## config.mk

```make
export PLATFORM = sky130hd
export DESIGN_NAME = frame_swap_ctrl
export DESIGN_NICKNAME = d
export VERILOG_FILES = /design/src/rtl/frame_swap_ctrl_pkg.sv /design/src/rtl/frame_swap_ctrl.sv
export SDC_FILE = /design/constraint.sdc
export NUM_CORES = 1
export LEC_CHECK = 0
export CAP_MARGIN = 15
export CORE_ASPECT_RATIO = 0.75
export CORE_MARGIN = 3
export CORE_UTILIZATION = 35
export CTS_CLUSTER_DIAMETER = 80
export DETAILED_ROUTE_END_ITERATION = 16
export GPL_TIMING_DRIVEN = 0
export PLACE_DENSITY = 0.67
export SETUP_SLACK_MARGIN = 0.5
export SLEW_MARGIN = 15
export SYNTH_ARGS = -nofsm -noshare
export SYNTH_HDL_FRONTEND = slang
export SYNTH_SLANG_ARGS = --single-unit
```

## constraint.sdc

```tcl
create_clock -name clk -period 2.05 [get_ports clk]
set_clock_uncertainty 0.15 [all_clocks]
set_input_delay 0.41 -clock clk [delete_from_list [all_inputs] [get_ports clk]]
set_output_delay 0.41 -clock clk [all_outputs]
set_load 0.01 [all_outputs]
```

## src/rtl/frame_swap_ctrl_pkg.sv

```systemverilog
// Shared definitions for the LED framebuffer swap controller: FSM state
// encoding and default parameter values.
package frame_swap_ctrl_pkg;

    typedef enum logic [1:0] {
        ST_IDLE       = 2'd0,
        ST_WAIT_WR    = 2'd1,
        ST_WAIT_FRAME = 2'd2,
        ST_SWAP       = 2'd3
    } swap_state_e;

    localparam int unsigned WR_TIMEOUT_DEFAULT     = 4096;
    localparam int unsigned CTRL_REG_WIDTH_DEFAULT = 32;

endpackage

```

## src/rtl/frame_swap_ctrl.sv

```systemverilog
// Double-buffer swap controller: holds off the AXI writer, waits for the
// driver to finish a frame, then flips the read/write buffer indices.
module frame_swap_ctrl
    import frame_swap_ctrl_pkg::*;
#(
    parameter int unsigned CTRL_REG_WIDTH = CTRL_REG_WIDTH_DEFAULT,
    parameter int unsigned WR_TIMEOUT     = WR_TIMEOUT_DEFAULT
) (
    input  logic                      clk,
    input  logic                      rst,
    input  logic                      ctrl_en,
    input  logic                      swap_req,
    input  logic                      frame_end,
    input  logic                      wr_busy,
    output logic                      r_buffer,
    output logic                      w_buffer,
    output logic                      wr_hold,
    output logic                      swap_pending,
    output logic                      swap_done,
    output logic [CTRL_REG_WIDTH-1:0] frame_count,
    output logic [CTRL_REG_WIDTH-1:0] swap_count,
    output logic                      err_timeout
);

    localparam int unsigned      CNT_W     = $clog2(WR_TIMEOUT) + 1;
    localparam logic [CNT_W-1:0] WAIT_LAST = CNT_W'(WR_TIMEOUT - 1);

    swap_state_e               state_q, state_d;
    logic [CNT_W-1:0]          wait_cnt_q, wait_cnt_d;
    logic                      r_buffer_q, r_buffer_d;
    logic                      swap_done_q, swap_done_d;
    logic [CTRL_REG_WIDTH-1:0] frame_count_q, frame_count_d;
    logic [CTRL_REG_WIDTH-1:0] swap_count_q, swap_count_d;
    logic                      err_timeout_q, err_timeout_d;

    always_ff @(posedge clk) begin
        // NOTE: non-blocking assignments for every register so all state
        // updates see the pre-edge values regardless of statement order.
        if (rst) begin
            state_q       <= ST_IDLE;
            wait_cnt_q    <= '0;
            r_buffer_q    <= 1'b0;
            swap_done_q   <= 1'b0;
            frame_count_q <= '0;
            swap_count_q  <= '0;
            err_timeout_q <= 1'b0;
        end else begin
            state_q       <= state_d;
            wait_cnt_q    <= wait_cnt_d;
            r_buffer_q    <= r_buffer_d;
            swap_done_q   <= swap_done_d;
            frame_count_q <= frame_count_d;
            swap_count_q  <= swap_count_d;
            err_timeout_q <= err_timeout_d;
        end
    end

    always_comb begin
        // NOTE: every signal gets a default before the case so no path
        // leaves one unassigned and infers a latch.
        state_d       = state_q;
        wait_cnt_d    = '0;
        r_buffer_d    = r_buffer_q;
        swap_done_d   = 1'b0;
        swap_count_d  = swap_count_q;
        err_timeout_d = err_timeout_q;
        frame_count_d = frame_end ? frame_count_q + CTRL_REG_WIDTH'(1) : frame_count_q;

        case (state_q)
            ST_IDLE: begin
                if (swap_req) state_d = ST_WAIT_WR;
            end
            ST_WAIT_WR: begin
                // frame_end is ignored here so a frame already in flight
                // never triggers the swap; the next full frame is awaited.
                if (!wr_busy) begin
                    state_d = ST_WAIT_FRAME;
                end else if (wait_cnt_q == WAIT_LAST) begin
                    state_d       = ST_WAIT_FRAME;
                    err_timeout_d = 1'b1;
                end else begin
                    wait_cnt_d = wait_cnt_q + CNT_W'(1);
                end
            end
            ST_WAIT_FRAME: begin
                if (frame_end || !ctrl_en) state_d = ST_SWAP;
            end
            ST_SWAP: begin
                r_buffer_d   = ~r_buffer_q;
                swap_done_d  = 1'b1;
                swap_count_d = swap_count_q + CTRL_REG_WIDTH'(1);
                state_d      = swap_req ? ST_WAIT_WR : ST_IDLE;
            end
            default: state_d = ST_IDLE;
        endcase
    end

    assign r_buffer     = r_buffer_q;
    assign w_buffer     = ~r_buffer_q;
    assign wr_hold      = (state_q != ST_IDLE);
    assign swap_pending = (state_q != ST_IDLE);
    assign swap_done    = swap_done_q;
    assign frame_count  = frame_count_q;
    assign swap_count   = swap_count_q;
    assign err_timeout  = err_timeout_q;

endmodule

```

==> results.toml, run 1 <==
[status]
outcome = "complete, but fails checks"
violations = "setup timing"

[worst_setup_path]
critical_path_class = "flip-flop to flip-flop"
required_ns = 2.17
arrival_ns = 2.36
cp_max_fo = 5
rr_startpoint = "state_q[0]$_SDFFE_PP0P_"
startpoint_type = "flip-flop"
r2r_cells = 8
cp-end-kind = "flip-flop"
rr_endpoint = "swap_count[13]$_SDFFE_PP0N_"
r2r_slack_ns = -0.19

[yosys]
synth_cells = 449
synth_fp_nets = 463
synth_seq_cells = 82
ys_seq_area_share_pct = 42.3
async_flop_share_pct = 0
synth_edf_count = 0
synth_area_per_cell_um2 = 8.64
synth_top_flop_cell = "dfxtp_1"
yosysUniqueCellTypes = 41
yosys_warnings = 0
synthesis.area_um2 = 3880

[route]
drt_iter0_drc = 248
ant_nets = 0
wl_um = 13000
drt-pass1-iter-count = 5
drc = 0
viasPerCell = 5.42
vias = 4133
wl_per_cell_um = 17.1

[layout]
antenna_cells = 0
finish.instance_area_um2 = 6700
syn_to_final_growth_pct = 72.6
instances_no_fill = 762
fin_nets = 635
drive_above_1_share_pct = 56.7

[pwr]
p_total_mw = 3.92
ir_worst_vdd_mv = 0.452
powerDensity_nw_per_um2 = 586
leakagePower_nw = 2.51

[placement]
dp_hpwl_um = 7160
routabilityCongestion = 0.796
dpl_cell_area_um2 = 5090
port_buffers = 74
dpl_worst_slack_ns = -0.318
dp_cells = 659

[clocking]
cts.sinks = 82
clk_path_buf_depth = 2
clkSlewWorstSetupHoldPaths_ns = 0.06
tritoncts = "yes"
clock-root-buffer = "clkbuf_16"
cts_made_buffers = 9
clock_latency_ns = 0.34
cts_hold_buf = 0
h-tree-depth = 3

[die]
start_util_pct = 36.9
die_w_um = 128
num_io_pins = 76
core_um2 = 10500
die_area_um2 = 12400
die_y_um = 97.2
rows = 32

[global_route]
grt_pass1_wl_um = 19100
grt_max_degree = 13
antenna_found_initial = 0
grt_pass1_vias = 3793
grt.overflow.total = 0
grt_util_all_layers_pct = 18.8

[timing]
worst_pin_slew_ns = 0.653
setup_violations = 23
worst_slack_ns = -0.195
max_clock_freq_ghz = 0.445
rsz0062_at_grt = "true"
finalSetupTns_ns = -1.80
post-route-period-util_pct = 110
hold_viol = 0
slew_viol_final = 0
finalCriticalPeriod_ns = 2.24
maxSlewHeadroom_pct = 56.4

[worst_hold_path]
min_to = "frame_count[0]$_SDFFE_PP0P_"
worstHoldPathCells = 3
hp-class = "input pin to flip-flop"
hp-start = "frame_end"

[flow_run]
drv_cap = 0
[routing by layer]
layer / global-route usage (%) / share of wire (%) / vias to the layer above
li1: - / - / 1987
met1: 24.0 / 43 / 2026
met2: 31.9 / 51 / 100
met3: 4.12 / 4.4 / 20
met4: 5.38 / 1.5 / 0
met5: 0 / 0 / -
[power breakdown]
| part | switching [mW] | internal (mW) |
|---|---|---|
| combinational | 0.339 | 0.388 |
| sequential | 0.0387 | 1.61 |
| clock | 0.630 | 0.917 |
| total | 1.01 | 2.92 |
[flip-flops by register name, indices dropped and copies added (netlist names)]
signal,cells
swap_count,32
err_timeout,1
r_buffer,1
state_q,2
swap_done,1
frame_count,32
wait_cnt_q,13
[per-stage QoR]
| step | utilization [%] | hold WS [ns] |
|---|---|---|
| finish | 63.6 | 0.214 |
| global route | 63.6 | 0.250 |
| CTS | 57.6 | 0.207 |
| detailed placement | 48.3 | 0.297 |
| global placement | 48.3 | 0.291 |
| floorplan | - | 0.279 |
[cell families after synthesis]
group | count (synthesis) | synth area share [%]
XOR/XNOR | 31 | 7.00
AO/OA/AOI/OAI | 83 | 13.0
AND/OR/NAND/NOR | 189 | 26.8
multiplexers | 8 | 2.26
buffers and inverters | 48 | 6.03
flip-flops | 82 | 42.3
adder cells (fa/ha/maj) | 8 | 2.58
[critical path, cell delays in order, from the launching register on]
cell and delay (ns):
dfxtp_4 0.36, ha_4 0.13, buf_8 0.10, nand3_4 0.06, or4_4 0.55, buf_6 0.15
buf_8 0.12, or4_4 0.42, a21oi_2 0.14
[synthesized netlist by cell type (8+ instances only)]
cell type / n / share of area, %
a21oi_1: 38 / 4.9
xnor2_1: 21 / 4.7
o31ai_1: 24 / 4.6
xor2_1: 10 / 2.3
nand3_1: 23 / 3.0
clkbuf_1: 13 / 1.3
dfxtp_1: 82 / 42
nor2_1: 47 / 4.5
nor3_1: 10 / 1.3
o21ai_0: 12 / 1.5
or3_1: 12 / 1.9
or4_1: 25 / 4.8
inv_1: 24 / 2.3
nand4_1: 18 / 2.9
ha_1: 8 / 2.6
nand2_1: 22 / 2.1
[placed cells by master (no fill, tap or decap), types with 6 or more instances in the layout]
cell type,Yosys,final
a21oi_1,38,16
a21oi_2,0,22
buf_2,2,13
buf_4,2,55
buf_6,5,44
buf_8,0,9
clkbuf_16,0,12
clkbuf_2,1,31
clkdlybuf4s15_1,0,16
dfxtp_1,82,18
dfxtp_2,0,36
dfxtp_4,0,28
inv_1,24,21
mux2_4,0,6
nand2_1,22,21
nand3_1,23,15
nand4_1,18,18
nor2_1,47,35
nor2_4,0,9
nor2b_1,6,6
o21ai_0,12,11
o31ai_1,24,13
o31ai_2,0,7
or3_1,12,8
or4_1,25,7
or4_4,1,20
xnor2_1,21,19
xor2_1,10,10
[what timing repair did]
action                                  CTS  global route
cloned                                    5             2
endpoints found under the setup margin  146           119
setup buffers                            51            29
pin swaps                                54            42
resized for setup                       280           173
[area by class of cell]
cell class                 instances  area, um2
buffer                            24        270
clock buffer                      14        274
clock inverter                     2       10.0
fill                             836       3830
inverter                          24        103
multi-input combinational        319       2700
sequential                        82       1790
tap                              136        170
timing repair buffer             161       1380
[how the worst max path moves through the flow]
stage | from | to | slack (ns) | cells after the start
after global routing | state_q[0]$_SDFFE_PP0P_ | swap_count[13]$_SDFFE_PP0N_ | -0.24 | 8
after global placement | state_q[0]$_SDFFE_PP0P_ | swap_count[31]$_SDFFE_PP0N_ | -0.31 | 7
after floorplan | state_q[0]$_SDFFE_PP0P_ | swap_count[31]$_SDFFE_PP0N_ | -0.19 | 7
after CTS | state_q[0]$_SDFFE_PP0P_ | swap_count[17]$_SDFFE_PP0N_ | -0.20 | 7
after detailed placement | state_q[0]$_SDFFE_PP0P_ | swap_count[31]$_SDFFE_PP0N_ | -0.32 | 7
final | state_q[0]$_SDFFE_PP0P_ | swap_count[13]$_SDFFE_PP0N_ | -0.19 | 8
No activity file was read; power rests on OpenSTA's default activity.
==> run 2: changes to the inputs <==
--- a/config.mk
+++ b/config.mk
@@ -6,13 +6,15 @@
 export NUM_CORES = 1
 export LEC_CHECK = 0
 export CAP_MARGIN = 15
+export CELL_PAD_IN_SITES_DETAIL_PLACEMENT = 1
+export CELL_PAD_IN_SITES_GLOBAL_PLACEMENT = 1
 export CORE_ASPECT_RATIO = 0.75
-export CORE_MARGIN = 3
+export CORE_MARGIN = 1.5
 export CORE_UTILIZATION = 35
 export CTS_CLUSTER_DIAMETER = 80
 export DETAILED_ROUTE_END_ITERATION = 16
 export GPL_TIMING_DRIVEN = 0
-export PLACE_DENSITY = 0.67
+export PLACE_DENSITY = 0.83
 export SETUP_SLACK_MARGIN = 0.5
 export SLEW_MARGIN = 15
 export SYNTH_ARGS = -nofsm -noshare
==> results.toml, run 2 (same netlist as run 1, synthesis figures left out) <==
[timing]
maxSlewHeadroom_pct = 50.6
setup_violations = 21
slew_viol_final = 0
rsz0062_at_grt = "true"
hold_viol = 0
max_clock_freq_ghz = 0.444
worst_pin_slew_ns = 0.742
post-route-period-util_pct = 110
finalCriticalPeriod_ns = 2.25
worst_slack_ns = -0.200

[clocking]
tritoncts = "yes"
cts_made_buffers = 9
clkSlewWorstSetupHoldPaths_ns = 0.06
cts_hold_buf = 0
h-tree-depth = 3
cts.sinks = 82
clock-root-buffer = "clkbuf_16"
clk_path_buf_depth = 2
clock_latency_ns = 0.36

[layout]
fin_nets = 626
syn_to_final_growth_pct = 70.4
layout_common_cells = "buf_4, dfxtp_4, nor2_1"
drive_above_1_share_pct = 54.6
fillCellCount = 1187
finish.instance_area_um2 = 6610
antenna_cells = 0
final_common_cell = "buf_4"

[pwr]
comb_power_share_pct = 20.1
internal-power_mw = 3.10
leakagePower_nw = 2.43
p_clk_share_pct = 41.3
ir_worst_vdd_mv = 0.446
switching_share_pct = 27.3
seqPwrFrac_pct = 38.6
switchingPower_mw = 1.17
powerDensity_nw_per_um2 = 646

[global_route]
grt_util_all_layers_pct = 27.3
antenna_found_initial = 0
grt_max_degree = 13
grt_pass1_vias = 4566
grt_pass1_wl_um = 24900
grt.overflow.total = 0

[worst_setup_path]
cp-end-kind = "flip-flop"
slowest_delay_ns = 0.47
cp_max_fo = 10
startpoint_type = "flip-flop"
critical_path_class = "flip-flop to flip-flop"
crit_buf_inv = 2
required_ns = 2.17
crit_path_top_delay_cell = "or4_4"
arrival_ns = 2.37
cp_cell_sequence = "nand4_1 -> or4_4 -> buf_6 -> buf_6 -> or4_1 -> a21oi_1"
cp_top_family = "simple AND/OR/NAND/NOR gates"
crit_top_cell = "buf_6"

[die]
core_um2 = 10900
rows = 33
start_util_pct = 35.7
die_y_um = 94.2
num_io_pins = 76
die_area_um2 = 11700
die_w_um = 125

[route]
drt_iter0_drc = 279
ant_nets = 0
drc = 0
wl_per_cell_um = 24.8
viasPerCell = 5.91
drt-pass1-iter-count = 4
wl_um = 18800
vias = 4476

[placement]
port_buffers = 74
routabilityCongestion = 0.818
dpl_worst_slack_ns = -0.330
dp_hpwl_um = 8180
dpl_cell_area_um2 = 5090

[status]
violations = "setup timing"
outcome = "complete, but fails checks"

[flow_run]
drv_cap = 0

[worst_hold_path]
hp-class = "input pin to flip-flop"
-- run 2: final timing paths --
check | from | slack, ns | to | depth (start not counted)
max reg2reg | swap_count[18]$_SDFFE_PP0N_ | -0.20 | swap_count[24]$_SDFFE_PP0N_ | 6
min reg2reg | frame_count[26]$_SDFFE_PP0P_ | 0.35 | frame_count[26]$_SDFFE_PP0P_ | 2
max | swap_count[18]$_SDFFE_PP0N_ | -0.20 | swap_count[24]$_SDFFE_PP0N_ | 6
min | frame_end | 0.30 | frame_count[0]$_SDFFE_PP0P_ | 3
-- run 2: tightest hold or removal path, stage by stage --
cell,delay [ns]
buf_8,0.12
xnor2_1,0.16
nor2_1,0.07
-- run 2: repair_timing --
action                     in CTS  in global routing
gates cloned                    8                  0
setup buffers                  41                 29
pin swaps                      39                 35
resized for setup             294                144
setup endpoints to repair     150                121
-- run 2: power by group through the flow --
stage	clock, mW	sequential (mW)	combinational (mW)
floorplan	0	1.70	0.261
global placement	0	1.70	0.411
detailed placement	0	1.71	0.434
CTS	1.74	1.66	0.606
global route	1.83	1.65	0.901
finish	1.76	1.65	0.860
-- run 2: final cells by class --
class                      count  area [um2]  area share [%]
buffer                        24         258            3.90
clock buffer                  13         240            3.63
clock inverter                 3        63.8           0.965
inverter                      24         100            1.51
multi-input combinational    319        2700            40.9
sequential                    82        1810            27.4
tap                          140         175            2.65
timing repair buffer         152        1260            19.0
-- run 2: routing by layer --
layer | track usage [%] | vias to the layer above | wire length [um] | part of all wire, %
li1 | - | 1965 | - | -
met1 | 31.2 | 2250 | 7560 | 40
met2 | 49.5 | 185 | 9380 | 50
met3 | 5.18 | 76 | 946 | 5.0
met4 | 13.2 | 0 | 889 | 4.7
met5 | 0 | - | 0 | 0
-- run 2: per-stage QoR --
stage	hold WS, ns	utilization, %	cells	power, mW	TNS [ns]
finish	0.300	60.9	757	4.27	-2.14
global route	0.299	60.9	757	4.38	-3.20
CTS	0.213	56.7	728	4.00	-1.13
detailed placement	0.305	46.9	663	2.14	-4.07
global placement	0.291	46.9	663	2.11	-2.76
floorplan	0.279	-	449	1.96	-0.533
